File: config.mk
export PLATFORM = sky130hd
export DESIGN_NAME = select_extreme_pipelined
export DESIGN_NICKNAME = d
export VERILOG_FILES = /design/src/rtl/select_extreme_pipelined_pkg.sv /design/src/rtl/select_extreme_node.sv /design/src/rtl/select_extreme_pipelined.sv
export SDC_FILE = /design/constraint.sdc
export NUM_CORES = 1
export LEC_CHECK = 0
export ABC_AREA = 1
export CAP_MARGIN = 20
export CORE_AREA = 2 2 136 138
export DETAILED_ROUTE_END_ITERATION = 10
export DIE_AREA = 0 0 138 140
export PLACE_DENSITY_LB_ADDON = 0.2
export SYNTH_ARGS = -nofsm -noshare
export SYNTH_HDL_FRONTEND = slang
export SYNTH_SLANG_ARGS = --single-unit
File: constraint.sdc
create_clock -name clk_in -period 6.35 [get_ports clk_in]
set_input_delay 1.905 -clock clk_in [delete_from_list [all_inputs] [get_ports clk_in]]
set_output_delay 1.905 -clock clk_in [all_outputs]
set_load 0.05 [all_outputs]
File: src/rtl/select_extreme_pipelined_pkg.sv
// Shared constants and helpers for the pipelined extreme-value selector.
package select_extreme_pipelined_pkg;

  localparam logic SELECT_MODE_MAX = 1'b0;
  localparam logic SELECT_MODE_MIN = 1'b1;

  localparam int DEFAULT_WAY_WIDTH = 4;
  localparam int DEFAULT_NUM_WAY   = 16;

  function automatic int clog2_f(input int v);
    int r;
    r = 0;
    for (int i = 0; i < 31; i++) begin
      if ((1 << i) < v) r = i + 1;
    end
    return r;
  endfunction

endpackage

File: src/rtl/select_extreme_node.sv
// Two-input compare cell of the reduction tree; ties go to the lower way.
module select_extreme_node
  import select_extreme_pipelined_pkg::*;
#(
  parameter int W  = DEFAULT_WAY_WIDTH,
  parameter int IW = 4
) (
  input  logic [W-1:0]  lo_val_in,
  input  logic [IW-1:0] lo_idx_in,
  input  logic          lo_elig_in,
  input  logic [W-1:0]  hi_val_in,
  input  logic [IW-1:0] hi_idx_in,
  input  logic          hi_elig_in,
  input  logic          mode_in,
  output logic [W-1:0]  val_out,
  output logic [IW-1:0] idx_out,
  output logic          elig_out
);

  logic hi_better;

  always_comb begin
    hi_better = 1'b0;
    val_out   = '0;
    idx_out   = '0;
    elig_out  = lo_elig_in | hi_elig_in;
    if (mode_in == SELECT_MODE_MIN) begin
      hi_better = hi_val_in < lo_val_in;
    end else begin
      hi_better = hi_val_in > lo_val_in;
    end
    unique case (1'b1)
      lo_elig_in && hi_elig_in: begin
        val_out = hi_better ? hi_val_in : lo_val_in;
        idx_out = hi_better ? hi_idx_in : lo_idx_in;
      end
      hi_elig_in && !lo_elig_in: begin
        val_out = hi_val_in;
        idx_out = hi_idx_in;
      end
      lo_elig_in && !hi_elig_in: begin
        val_out = lo_val_in;
        idx_out = lo_idx_in;
      end
      default: ;
    endcase
  end

endmodule

File: src/rtl/select_extreme_pipelined.sv
// Pipelined max/min selector: heap-ordered reduction tree, one register
// stage per tree level, global stall on downstream backpressure.
module select_extreme_pipelined
  import select_extreme_pipelined_pkg::*;
#(
  parameter int SINGLE_WAY_WIDTH_IN_BITS = DEFAULT_WAY_WIDTH,
  parameter int NUM_WAY                  = DEFAULT_NUM_WAY,
  parameter int NUM_WAY_INDEX_WIDTH      = clog2_f(NUM_WAY)
) (
  input  logic                                  clk_in,
  input  logic                                  reset_in,
  input  logic [SINGLE_WAY_WIDTH_IN_BITS*NUM_WAY-1:0] way_flatted_in,
  input  logic [NUM_WAY-1:0]                    condition_in,
  input  logic                                  mode_in,
  input  logic                                  valid_in,
  output logic                                  ready_out,
  output logic [SINGLE_WAY_WIDTH_IN_BITS-1:0]   select_out,
  output logic [NUM_WAY_INDEX_WIDTH-1:0]        index_out,
  output logic                                  hit_out,
  output logic                                  valid_out,
  input  logic                                  ready_in
);

  localparam int W  = SINGLE_WAY_WIDTH_IN_BITS;
  localparam int L  = NUM_WAY_INDEX_WIDTH;
  localparam int NN = NUM_WAY - 1;

  logic         advance;
  logic [L-1:0] vld_q, vld_d;
  logic [L-1:0] mode_q, mode_d;
  logic [L-1:0] mode_s;

  logic [W-1:0] val_q  [NN];
  logic [W-1:0] val_d  [NN];
  logic [L-1:0] idx_q  [NN];
  logic [L-1:0] idx_d  [NN];
  logic         elig_q [NN];
  logic         elig_d [NN];

  logic [W-1:0] leaf_val [NUM_WAY];

  assign advance   = !vld_q[L-1] || ready_in;
  assign ready_out = advance;

  // mode_s[k] is the mode of the request currently at stage k (0 = input)
  assign mode_s = (mode_q << 1) | L'(mode_in);

  always_comb begin
    vld_d  = vld_q;
    mode_d = mode_q;
    if (advance) begin
      vld_d  = (vld_q << 1) | L'(valid_in);
      mode_d = mode_s;
    end
  end

  for (genvar i = 0; i < NUM_WAY; i++) begin : g_leaf
    assign leaf_val[i] = condition_in[i] ?
                         way_flatted_in[i*W +: W] : '0;
  end

  // Node n has children 2n+1 (lower ways) and 2n+2; leaves follow node NN-1
  for (genvar n = 0; n < NN; n++) begin : g_node
    localparam int D  = clog2_f(n + 2) - 1;
    localparam int LC = 2 * n + 1;
    localparam int HC = 2 * n + 2;

    logic [W-1:0] lv, hv;
    logic [L-1:0] li, hi;
    logic         le, he;

    if (LC >= NN) begin : g_from_leaf
      assign lv = leaf_val[LC-NN];
      assign li = L'(LC - NN);
      assign le = condition_in[LC-NN];
      assign hv = leaf_val[HC-NN];
      assign hi = L'(HC - NN);
      assign he = condition_in[HC-NN];
    end else begin : g_from_reg
      assign lv = val_q[LC];
      assign li = idx_q[LC];
      assign le = elig_q[LC];
      assign hv = val_q[HC];
      assign hi = idx_q[HC];
      assign he = elig_q[HC];
    end

    select_extreme_node #(
      .W (W),
      .IW(L)
    ) u_node (
      .lo_val_in (lv),
      .lo_idx_in (li),
      .lo_elig_in(le),
      .hi_val_in (hv),
      .hi_idx_in (hi),
      .hi_elig_in(he),
      .mode_in   (mode_s[L-1-D]),
      .val_out   (val_d[n]),
      .idx_out   (idx_d[n]),
      .elig_out  (elig_d[n])
    );
  end

  always_ff @(posedge clk_in or posedge reset_in) begin
    if (reset_in) begin
      vld_q  <= '0;
      mode_q <= '0;
      for (int n = 0; n < NN; n++) begin
        val_q[n]  <= '0;
        idx_q[n]  <= '0;
        elig_q[n] <= 1'b0;
      end
    end else begin
      vld_q  <= vld_d;
      mode_q <= mode_d;
      if (advance) begin
        for (int n = 0; n < NN; n++) begin
          val_q[n]  <= val_d[n];
          idx_q[n]  <= idx_d[n];
          elig_q[n] <= elig_d[n];
        end
      end
    end
  end

  assign select_out = val_q[0];
  assign index_out  = idx_q[0];
  assign hit_out    = elig_q[0];
  assign valid_out  = vld_q[L-1];

endmodule
==> Yosys cells after proc, flatten, opt, wreduce, memory -nomap -nowiden <==
Cells that the tools add are included.
{ "totals": {"rom_bits": 0, "ff_bits": 142, "output_inout_bits": 11, "mem_count": 0, "latchBits": 0, "ramBits": 0, "elab_cells": 262} }
{ "classes": {"mul": 0, "n_eq_ne": 0, "muxes": 91, "shifts": 0, "n_reduce_logical": 77, "order_cmp": 30, "n_div": 0, "n_addsub": 0, "bitwise": 17} }
{ "op_table": {"columns": ["op", "n"], "rows": [
  ["4-bit one-hot mux with 3 select lines", 29],
  ["4-bit 2-to-1 mux", 38],
  ["4-bit greater-than comparator", 15],
  ["4-bit less-than comparator", 15],
  ["1-bit logical AND", 45],
  ["1-bit logical NOT", 31],
  ["1-bit 2-to-1 mux", 23],
  ["1-bit OR", 15],
  ["4-bit by 1-bit OR with 4-bit output", 2],
  ["4-bit one-hot mux with 2 select lines", 1],
  ["1-bit logical OR", 1]
]} }

==> Logic depth before layout (Yosys ltp) <==
Gate-level depths: netlist of run 1.
{ "logic_depth": {"depth_word": 5, "mapped_depth": 16} }

==> Hierarchy <==
From an unflattened synthesis of run 1, not the netlist that was laid out.
{ "unflattened": {"cells_unflattened": 1526, "hier_area_um2": 10411.2} }
{ "modules_own_cells": {"columns": ["mod", "cells_each", "area_per_inst_um2", "instances"], "rows": [
  ["select_extreme_pipelined", 746, 6132.1, 1],
  ["select_extreme_node", 52, 285.3, 15]
]} }

==> Worst setup path before layout of run 1 <==
OpenSTA, ideal clock, no wires.
{ "synth_path": {"path_type": "input -> output", "startpoint": "input port ready_in", "endpoint": "output port ready_out", "path_slack_ns": 1.629, "arrival_time_ns": 2.816, "path_stages": 4, "cell_sequence": "nor2_1 > inv_1 > buf_2 > buf_1"} }
{ "synth_between": {"elab_chain_len": 1} }
{ "synth_lines": {"columns": ["element", "line_no", "source"], "rows": [
  ["from (decl)", "select_extreme_pipelined.sv:21", "input logic ready_in"],
  ["1-bit logical OR", "select_extreme_pipelined.sv:42", "assign advance = !vld_q[L-1] || ready_in;"],
  ["to (decl)", "select_extreme_pipelined.sv:16", "output logic ready_out,"]
]} }
Every way passes these cells.

==> Worst setup path in the final report of run 1 <==
Ends and elaborated chain as after synthesis.

==> results.md, run 1 <==
- Syn Area/Cell: 6.726 um2
- Post-CTS setup repair buffer count: 0
- Pwr dens: 416.7 mW/mm2
- Number of flops mapped to enable cells by yosys: 0
- Global route overflow: 0
- Cts hold-fix bufs: 0
- Seq/Total Area, Yosys: 0.3721
- DR iter-0 viols: 511
- Die Area: 0.01932 mm2
- Total CTS buffers: 17
- Pleak: 5.406 nW
- Slowest CP cell: clkdlybuf4s50_1
- Via count: 7458
- Synth top area share: 0.3721
- Dpl cell area: 0.009080 mm2
- Final period util: 0.8170
- Maximum vdd drop: 0.0002962 V
- First-pass GRT wire length: 32.27 mm
- Dpl hpwl: 13.24 mm
- Final wirelength: 18.12 mm
- CP Class: primary input to output pin
- DR WL/cell: 12.02 um
- NumNets Final: 1408
- Core Region: 0.01778 mm2
- Max clock buf depth: 2
- FMAX: 192.8 MHz
- Largest net degree at the start of global routing: 112
- Setup Skew: 0.01009 ns
- Area contributors post-synth: dfrtp_1 37%, nand2_1 27%, ha_1 9.1%, nand3_1 6.7%, inv_1 5.9%
- TNS Setup: 0 ns
- Critical Path RT: 4.45 ns
- Drc violations: 0
- WP data arrival: 3.28 ns
- CP Max Fanout: 2
- Layout cells sized above 1: 0.05008
- TritonCTS clock tree: built
- Worst min path class: register to register
- Predominant post-synthesis flop cell: dfrtp_1
- Resized cells post-CTS: 0
- Element type at the critical path end: output pin
- Post-Place Cells: 1474
- Pre-antenna DRT Iters: 5
- Count leader, synth: nand2_1
- Clk_lat worst skew: 0.42 ns
- Area growth, synth to finish: 22.97%
- Detail Route Antenna Nets: 0
- Critical path, cell by cell: clkdlybuf4s50_1 -> nor2_4 -> clkinv_2 -> clkdlybuf4s50_1
- Relative slew slack: 0.4903
- Syn Nets: 1323
- Syn Inst Count: 1180
- Final Instance Area: 0.009759 mm2
- Crit path largest cell delay: 0.78 ns
- Clk slew on worst S/H paths: 0.05 ns
- Slew Viols, Final: 0
- Initial Util: 0.4464
- Synthesized area: 0.007936 mm2
- Top cells by count, synth: 563 x nand2_1, 125 x inv_1, 118 x dfrtp_1
- Clock sink total: 118
- Max-cap viol count: 0
- Startpoint type of the worst setup path: primary input
- Drt via density: 4.949
- Asr flop ratio synth: 1.000
- GRT Overall Usage: 0.1977
- Count of final hold-check violations: 0
- Die Wd: 138 um
- N_diodes: 0
- Ports: 96
- Clock root cell: clkbuf_16
- RD Place Congestion: 0.8726
- Initial antenna violation count: 0
- Area leader, netlist: dfrtp_1
- Worst-Margin Slew: 0.7645 ns
- Final setup vio count: 0
- Port Buffers: 95
- RSZ-0062 raised after global routing: false
- H-tree level count: 4
- Finished Layout Cells: 1507
- Vias in the first global route: 7195
- Die Span Y: 140 um
- Flop-to-flop setup slack: 3.88 ns
- Distinct cell type count after synthesis: 26
- Status: finished clean
- #FFs+latches synth: 118
- CP most frequent cell: clkdlybuf4s50_1
- Ys Warns: 0
- Std cell rows: 49
- Min Tclk post-route: 5.188 ns
worst max-delay path: cells and delay by family:
family                 cells  cell delay, ns
buffers and inverters      3            1.32
and+or+nand+nor            1            0.05
stage by stage:
step	worst slack, ns	util	total power [W]	hold slack, ns
final	1.162	0.5489	0.004067	0.4519
after global routing	1.124	0.5489	0.004460	0.4887
after CTS	1.156	0.5474	0.004095	0.4588
after detailed placement	1.158	0.5107	0.003028	0.4447
after global placement	1.154	0.5107	0.002986	0.4359
after floorplan	1.316	-	0.002543	0.4198
cell usage in the layout, fill, tap and decap left out, types with 3 or more instances in the layout:
cell / instances
clkinv_4: 3
a21oi_1: 17
nand3_1: 106
clkbuf_8: 4
bufinv_16: 4
nand4_1: 3
clkinv_1: 6
nor2_1: 22
nand3_2: 7
o22ai_1: 5
o211ai_1: 16
clkdlybuf4s50_1: 95
nand2_2: 10
dfrtp_1: 118
clkinv_2: 3
a31oi_1: 15
nand2_1: 563
clkbuf_16: 17
o21ai_1: 13
o21ai_0: 45
buf_4: 5
a21boi_0: 3
o21bai_1: 6
ha_1: 58
inv_1: 123
kinds of logic after synthesis:
family / after synthesis / synth area share
buffers and inverters: 168 / 0.08119
AOI/OAI and AO/OA: 121 / 0.08781
adders and majority gates: 58 / 0.09144
and+or+nand+nor: 715 / 0.3675
DFF: 118 / 0.3721
final cells by class:
type	instances	area, um2
clock buffers	21	480.5
clock inverters	11	171.4
fillers	1775	8020
inverters	133	505.5
multi-input cells	894	4347
flip-flops and latches	118	2953
well taps	229	286.5
repair buffers	101	1016
worst paths after layout:
path / from / endpoint / cells past startpoint
max: ready_in / ready_out / 4
min: vld_q[2]$_DFFE_PP0P_ / vld_q[3]$_DFFE_PP0P_ / 2
max reg2reg: vld_q[3]$_DFFE_PP0P_ / g_node[6].lv[2]$_DFFE_PP0P_ / 9
min reg2reg: vld_q[2]$_DFFE_PP0P_ / vld_q[3]$_DFFE_PP0P_ / 2
max in group asynchronous: reset_in / g_node[4].hv[0]$_DFFE_PP0P_ / 3
min in group asynchronous: reset_in / g_node[6].lv[1]$_DFFE_PP0P_ / 2
power by group:
part / switching (W) / internal [W]
Clock: 0.000339 / 0.000698
Sequential: 0.000256 / 0.00103
Combinational: 0.00112 / 0.000618
Total: 0.00172 / 0.00235
routing by layer:
metal / vias to the layer above / track usage / routed length, um
met5: - / 0 / 0
met4: 0 / 0.05693 / 272
met3: 21 / 0.04444 / 694
met2: 150 / 0.3210 / 8245
met1: 3347 / 0.2666 / 8903
li1: 3940 / - / -
sequential cells by signal, summed over array words and instances, names as in the netlist:
register,flops
g_node.lv,28
g_node.hi,18
g_node.le,6
vld_q,4
index_out,4
g_node.li,15
g_node.he,7
g_node.hv,28
hit_out,1
select_out,4
mode_q,3
Note: power is estimated with default switching activity, not from simulation.
==> run 2, diff against run 1 <==
- clock period: 6.35 -> 4.4 ns (I/O delays scaled with it)
==> run 2 against run 1 <==
Compared with the run above:
- clock-buffer cell count did not move
- core utilization decreased by 0.34 points
- combinational power increased by 43%
- wire length is 0.52% higher
- register-to-register slack worse by 1.5 ns
- final area shrank 0.62%
- non-clock buffer count is 1 higher
- sequential share of layout area grew 0.19 points
==> results.md, run 2 (synthesis gave the netlist of run 1 again) <==
- H-tree level count: 4
- Die Area: 0.01932 mm2
- Clock sink total: 118
- Ports: 96
- Finished Layout Cells: 1507
- N_diodes: 0
- TritonCTS clock tree: built
- Commonest non-fill, non-tap cell in the layout: nand2_1
- First-pass GRT wire length: 32.71 mm
- Die Wd: 138 um
- Post-CTS setup repair buffer count: 0
- Startpoint type of the worst setup path: primary input
- Initial antenna violation count: 0
- Clk_lat worst skew: 0.42 ns
- WP buf/inv: 3
- Final setup vio count: 0
- Resized cells post-CTS: 0
- NumNets Final: 1409
- Clock root cell: clkbuf_16
- Critical Path RT: 3.08 ns
- CP Max Fanout: 3
- Final Util: 0.5455
- Die Span Y: 140 um
- Worst-Margin Slew: 0.8218 ns
- DR WL/cell: 12.08 um
- Setup Skew: 0.005852 ns
- HP Start: vld_q[2]$_DFFE_PP0P_
- Area growth, synth to finish: 22.21%
- Crit path largest cell delay: 0.44 ns
- FF-to-FF Start: vld_q[3]$_DFFE_PP0P_
- Delay-heaviest family, CP: buffers and inverters
- RD Place Congestion: 0.9115
- Pleak: 5.376 nW
- Status: finished clean
- Largest net degree at the start of global routing: 77
- DR iter-0 viols: 472
- FMAX: 288.0 MHz
- Most frequent cells in the layout: 563 x nand2_1, 123 x inv_1, 118 x dfrtp_1
- Detail Route Antenna Nets: 0
- Pre-antenna DRT Iters: 5
- Layout cells sized above 1: 0.04851
- GRT Overall Usage: 0.2011
- TNS Setup: 0 ns
- Max clock buf depth: 2
- Final WS setup: 0.9272 ns
- Clk slew on worst S/H paths: 0.05 ns
- Final period util: 0.7893
- Port Buffers: 95
- Flop-to-flop setup slack: 2.38 ns
- Maximum vdd drop: 0.0005457 V
- Min Tclk post-route: 3.473 ns
- Initial Util: 0.4464
- Worst slack, placed: 0.9269 ns
- Core Region: 0.01778 mm2
- Count of final hold-check violations: 0
- Dpl hpwl: 13.43 mm
- Std cell rows: 49
- Total CTS buffers: 17
- Global route overflow: 0
- Worst min path class: register to register
- Relative slew slack: 0.4510
- Post-Place Cells: 1476
- RSZ-0062 raised after global routing: false
- Pwr dens: 589.6 mW/mm2
- Cts hold-fix bufs: 0
- CP Class: primary input to output pin
- Final Instance Area: 0.009699 mm2
- Critical path launch point: ready_in
- Element type at the critical path end: output pin
- Critical path, cell by cell: clkdlybuf4s50_1 -> nor2_4 -> clkinv_2 -> buf_4
- WP data arrival: 2.15 ns
- Dpl cell area: 0.009119 mm2
- Drc violations: 0
- Via count: 7476
- Slew Viols, Final: 0
- Vias in the first global route: 7202
- Final wirelength: 18.21 mm
- Max-cap viol count: 0
- Slowest CP cell: clkdlybuf4s50_1
- Drt via density: 4.961
run 2: changes by cell type in the layout (fill, tap and decap cells not counted), moves of 2 or more:
cell      previous run  this run
clkinv_4             3         0
clkinv_2             3         6
buf_12               0         2
clkbuf_8             4         1
clkbuf_1             0         3
run 2: layer usage:
layer	part of all wire	up-vias	track usage
met5	0	-	0
met4	0.012	0	0.05854
met3	0.033	20	0.03863
met2	0.46	128	0.3265
met1	0.50	3396	0.2754
li1	-	3932	-
run 2: area by class of cell:
cell class              instances  area, um2
flip-flops and latches        118       2953
clock inverters                10      130.1
fillers                      1764       8080
clock buffers                  21      450.4
repair buffers                102       1026
multi-input cells             894       4347
well taps                     229      286.5
inverters                     133      506.7
run 2: metrics by stage:
step / hold slack [ns] / total power, W
global route: 0.4919 / 0.006304
floorplan: 0.4198 / 0.003670
detailed placement: 0.4530 / 0.004366
finish: 0.4537 / 0.005719
CTS: 0.4657 / 0.005766
global placement: 0.4323 / 0.004322
run 2: path summary, 6_finish.rpt:
kind	depth (start not counted)	endpoint
setup / recovery	4	ready_out
hold / removal	2	vld_q[3]$_DFFE_PP0P_
setup reg to reg	8	g_node[6].lv[2]$_DFFE_PP0P_
hold reg to reg	2	vld_q[3]$_DFFE_PP0P_
max in group asynchronous	3	g_node[4].lv[1]$_DFFE_PP0P_
min in group asynchronous	2	g_node[6].li[2]$_DFFE_PP0P_
run 2: worst register-to-register path: stages, from the launching register on:
cell and delay (ns):
dfrtp_1 0.38, inv_1 0.10, nor2_4 0.04, clkinv_2 0.05, buf_4 0.55, o21ai_0 0.47, a31oi_1 0.26, nand2_1 0.07
nand2_1 0.05
run 2: report_power, final:
part | internal [W] | total, W | switching, W
logic | 0.000882 | 0.00249 | 0.00161
registers | 0.00149 | 0.00186 | 0.000372
clock network | 0.000894 | 0.00137 | 0.000471
